===== src/rtl/dmem_arb_pkg.sv =====
// Shared types and constants for the two-port data-memory arbiter.
package dmem_arb_pkg;

  typedef enum logic [1:0] {
    IDLE    = 2'd0,
    ACCESS  = 2'd1,
    RESPOND = 2'd2
  } state_t;

  localparam logic PORT_CORE   = 1'b0;
  localparam logic PORT_LOADER = 1'b1;

  localparam logic ACC_READ  = 1'b0;
  localparam logic ACC_WRITE = 1'b1;

  function automatic logic [1:0] port_onehot(input logic idx);
    return (idx == PORT_LOADER) ? 2'b10 : 2'b01;
  endfunction

endpackage


===== src/rtl/dmem_arbiter_rr.sv =====
// Combinational 2-way round-robin picker; the last_grant register lives in the parent.
module rr_arbiter2
  import dmem_arb_pkg::*;
(
  input  logic [1:0] req,
  input  logic       last_grant,
  input  logic       enable,
  output logic [1:0] grant
);

  // On a tie the port that did not win last time gets the grant.
  always_comb begin
    grant = 2'b00;
    if (enable) begin
      if (req[0] && (!req[1] || last_grant == PORT_LOADER)) begin
        grant = 2'b01;
      end else if (req[1]) begin
        grant = 2'b10;
      end
    end
  end

endmodule


===== src/rtl/dmem_arbiter.sv =====
// Round-robin arbiter and sequencer for the single-port data memory
// shared by the load/store unit (port 0) and the loader/debug port (port 1).
module dmem_arbiter
  import dmem_arb_pkg::*;
#(
  parameter int ADDR_WIDTH = 5,
  parameter int DATA_WIDTH = 32
) (
  input  logic                  clk,
  input  logic                  reset,
  input  logic                  p0_req,
  input  logic                  p1_req,
  input  logic                  p0_we,
  input  logic                  p1_we,
  input  logic [ADDR_WIDTH-1:0] p0_addr,
  input  logic [ADDR_WIDTH-1:0] p1_addr,
  input  logic [DATA_WIDTH-1:0] p0_wdata,
  input  logic [DATA_WIDTH-1:0] p1_wdata,
  output logic [1:0]            gnt,
  output logic [1:0]            rvalid,
  output logic [DATA_WIDTH-1:0] rdata,
  output logic                  busy,
  output logic                  mem_read,
  output logic                  mem_write,
  output logic [ADDR_WIDTH-1:0] mem_addr,
  output logic [DATA_WIDTH-1:0] mem_wdata,
  input  logic [DATA_WIDTH-1:0] mem_rdata
);

  state_t                  state, next_state;
  logic                    last_grant;
  logic                    winner;
  logic                    cmd_we;
  logic [ADDR_WIDTH-1:0]   cmd_addr;
  logic [DATA_WIDTH-1:0]   cmd_wdata;
  logic [1:0]              pick;
  logic                    grant_any;
  logic                    pick_idx;
  logic                    sel_we;

  // Reset gates the picker so gnt falls with reset even while reqs are held.
  rr_arbiter2 u_arb (
    .req        ({p1_req, p0_req}),
    .last_grant (last_grant),
    .enable     (state == IDLE && !reset),
    .grant      (pick)
  );

  assign gnt       = pick;
  assign grant_any = |pick;
  assign pick_idx  = pick[1];
  assign sel_we    = pick_idx ? p1_we : p0_we;
  assign busy      = (state != IDLE);
  assign mem_addr  = cmd_addr;
  assign mem_wdata = cmd_wdata;

  always_ff @(posedge clk or posedge reset) begin
    if (reset) begin
      state <= IDLE;
    end else begin
      state <= next_state;
    end
  end

  always_comb begin
    next_state = state;
    case (state)
      IDLE:    if (grant_any) next_state = ACCESS;
      ACCESS:  next_state = (cmd_we == ACC_WRITE) ? IDLE : RESPOND;
      RESPOND: next_state = IDLE;
      default: next_state = IDLE;
    endcase
  end

  // Strobes are launched from the grant so they are high only during ACCESS.
  always_ff @(posedge clk or posedge reset) begin
    if (reset) begin
      last_grant <= PORT_LOADER;
      winner     <= PORT_CORE;
      cmd_we     <= ACC_READ;
      cmd_addr   <= '0;
      cmd_wdata  <= '0;
      mem_read   <= 1'b0;
      mem_write  <= 1'b0;
    end else begin
      mem_read  <= grant_any && (sel_we == ACC_READ);
      mem_write <= grant_any && (sel_we == ACC_WRITE);
      if (grant_any) begin
        last_grant <= pick_idx;
        winner     <= pick_idx;
        cmd_we     <= sel_we;
        cmd_addr   <= pick_idx ? p1_addr : p0_addr;
        cmd_wdata  <= pick_idx ? p1_wdata : p0_wdata;
      end
    end
  end

  // rdata is sticky; only rvalid pulses.
  always_ff @(posedge clk or posedge reset) begin
    if (reset) begin
      rvalid <= 2'b00;
      rdata  <= '0;
    end else begin
      rvalid <= 2'b00;
      if (state == RESPOND) begin
        rvalid <= port_onehot(winner);
        rdata  <= mem_rdata;
      end
    end
  end

endmodule

===== config.mk =====
export PLATFORM = sky130hd
export DESIGN_NAME = dmem_arbiter
export DESIGN_NICKNAME = d
export VERILOG_FILES = /design/src/rtl/dmem_arb_pkg.sv /design/src/rtl/dmem_arbiter_rr.sv /design/src/rtl/dmem_arbiter.sv
export SDC_FILE = /design/constraint.sdc
export NUM_CORES = 1
export LEC_CHECK = 0
export CAP_MARGIN = 20
export CORE_AREA = 10 10 107 109
export CTS_CLUSTER_SIZE = 16
export DETAILED_ROUTE_END_ITERATION = 16
export DIE_AREA = 0 0 117 119
export PLACE_DENSITY = 0.8
export SKIP_CTS_REPAIR_TIMING = 1
export SLEW_MARGIN = 20
export SYNTH_ARGS = -nofsm -noshare
export SYNTH_HDL_FRONTEND = slang
export SYNTH_SLANG_ARGS = --single-unit

===== constraint.sdc =====
create_clock -name clk -period 5.65 [get_ports clk]
set_clock_uncertainty 0.2 [all_clocks]
set_input_delay 1.13 -clock clk [delete_from_list [all_inputs] [get_ports clk]]
set_output_delay 1.13 -clock clk [all_outputs]
set_load 0.01 [all_outputs]

==> impl_metrics.yaml <==
synth:
  synth_common_cells: "dfrtp_1, a221o_1, and3_1"
  synth_area_um2: 3212
  synth_ff_type: "dfrtp_1"
  synthCells: 229
  synth_top_area_cell: "dfrtp_1"
  yosysMostFrequentCell: "dfrtp_1"
  yosysTopAreaCellShare_pct: 59.99
  yosys.cell_types.count: 25
  synth_seq_area_share_pct: 60.81
  synth_warnings: 0
  ys_ff_latch: 78
  syn-num-nets: 341
  synth_edf_count: 0
  avgSynthCellArea_um2: 14.03
  async_reset_ff_share_pct: 100.0
  synthTopCellsByArea: "dfrtp_1, a221o_1, mux2_2"
floorplan:
  core_um2: 9459
  chipHeight_um: 119
  pin_count: 188
  rows: 36
  start_util_pct: 33.96
  die_x_um: 117
  dieArea_um2: 13920
critical_path:
  r2r_start: "state[1]$_DFFE_PP0P_"
  required_ns: 4.32
  ff2ff_path_depth: 4
  crit_fanout: 18
  r2r-end: "mem_wdata[17]$_DFFE_PP0P_"
  worst_setup_path_end_kind: "output port"
  cp.arrival_ns: 3.11
  ff2ff_setup_slack_ns: 3.33
  crit_type: "primary input to output port"
  start_kind: "primary input"
detailed_routing:
  drt_iter0_drc: 103
  wl_um: 10540
  drc: 0
  vias_per_cell: 5.028
  firstDrtPassIters: 4
  vias: 2665
  ant_nets: 0
  routedWlPerCell_um: 19.89
placed_design:
  io_buffers: 187
  hpwlAfterDp_um: 8171
  gp_congestion: 0.7420
timing:
  max_clock_freq_ghz: 0.2252
  timing.final.crit_share_pct: 78.59
  fin_tns_setup_ns: 0
  final-setup-viol-count: 0
  hold_viol: 0
  slew_violations: 0
  worstMarginPinSlew_ns: 0.6748
  hold_ws_ns: 0.2360
  rsz0062_at_grt: "false"
  maxSlewHeadroom_pct: 54.87
  min_period_ns: 4.440
grt:
  grt_use_total_pct: 14.76
  grt_max_degree: 43
  antenna_found_initial: 0
  grt_pass1_wl_um: 16290
  grt.overflow.total: 0
  grt_pass1_vias: 2992
pwr:
  power.leakage_nw: 2.384
  irDropWorstVdd_uv: 171.2
  finalPower_w: 0.002490
  pwr_density_cell_nw_per_um2: 463.2
clocking:
  cts.clk_slew.worst_paths_ns: 0.07
  cts_max_path_buffers: 2
  clock_latency_ns: 0.34
  clockRootBuffer: "clkbuf_8"
  cts_made_buffers: 9
  cts_tree: "done"
  cts_max_level: 3
  cts_sinks: 78
layout:
  n_fill_cell: 815
  seq_area_um2: 1953
  drive_gt1_share_pct: 14.42
  num_antenna_cells: 0
  syn_to_final_growth_pct: 67.39
  nNetsFinal: 524
  multi_input_area_um2: 1107
worst_hold_path:
  whs_endpoint: "state[1]$_DFFE_PP0P_"
  hold_class: "flip-flop to flip-flop"
  whs_path_depth: 1
  hold_start: "cmd_we$_DFFE_PP0P_"
status:
  status: "finished clean"
flow_run:
  cap_violations: 0
-- logic make-up (layout without fill, tap and decap cells) --
| family | Yosys count | count (layout) | synth area share (%) |
|---|---|---|---|
| buf+inv | 26 | 213 | 4.830 |
| flops | 78 | 78 | 60.81 |
| simple gates | 48 | 48 | 9.779 |
| compound gates | 45 | 45 | 13.36 |
| mux | 32 | 32 | 11.22 |
-- power breakdown --
group	internal, W	switching (W)	total (W)
sequential	0.000801	0.000137	0.000939
combinational	0.000664	0.000395	0.00106
clock	0.000303	0.000189	0.000492
-- sequential cells by signal, summed over array words and instances (netlist names) --
register	count
rvalid	2
mem_addr	5
state	2
mem_read	1
winner	1
last_grant	1
mem_write	1
mem_wdata	32
rdata	32
cmd_we	1
-- worst max-delay path by stage --
stage | from | to | slack (ns) | cells after the start
2_1_floorplan | reset | cmd_we$_DFFE_PP0P_ | 2.33 | 1
3_3_place_gp | reset | gnt[1] | 1.25 | 4
3_5_place_dp | reset | gnt[1] | 1.23 | 4
4_1_cts | reset | gnt[1] | 1.22 | 4
5_1_grt | reset | gnt[1] | 1.11 | 4
6_report | reset | gnt[1] | 1.21 | 4
-- metal layers --
metal  wire length, µm  GRT usage (%)  share of wire, %
met5                 0              0                 0
met3              1240          7.078                12
met1              4134          16.63                39
met2              5001          23.92                47
met4               164          4.869               1.6
-- critical path, cell delays in order --
cell,delay (ns)
clkdlybuf4s50_1,0.49
nor3_4,0.56
and2_1,0.33
clkdlybuf4s50_1,0.60
-- through the flow --
step | instances | worst slack (ns) | instance area [µm²] | utilization [%]
after global routing | 530 | 1.108 | 5376 | 56.84
after CTS | 530 | 1.218 | 5376 | 56.84
after floorplan | 229 | 2.327 | 3212 | -
final | 530 | 1.210 | 5376 | 56.84
after detailed placement | 515 | 1.235 | 5140 | 54.34
after global placement | 515 | 1.252 | 5140 | 54.34
-- cell usage in the layout (no fill, tap or decap), types with 2 or more instances in the layout --
master             n
clkinv_2           2
nor2_1             2
nand2b_1           2
clkdlybuf4s50_1  187
mux2_2            32
a221o_1           37
a21o_1             3
inv_1              3
and3_1            37
bufinv_16          3
clkbuf_8          10
buf_4              6
dfrtp_1           77
-- area by class of cell --
cell class	instances	area share (%)
Sequential cell	78	36.33
Timing Repair Buffer	193	35.65
Multi-Input combinational cell	125	20.60
Tap cell	114	2.653
Clock buffer	11	2.630
Clock inverter	4	1.769
Inverter	5	0.3724
Note: power is estimated with default switching activity, not from simulation.
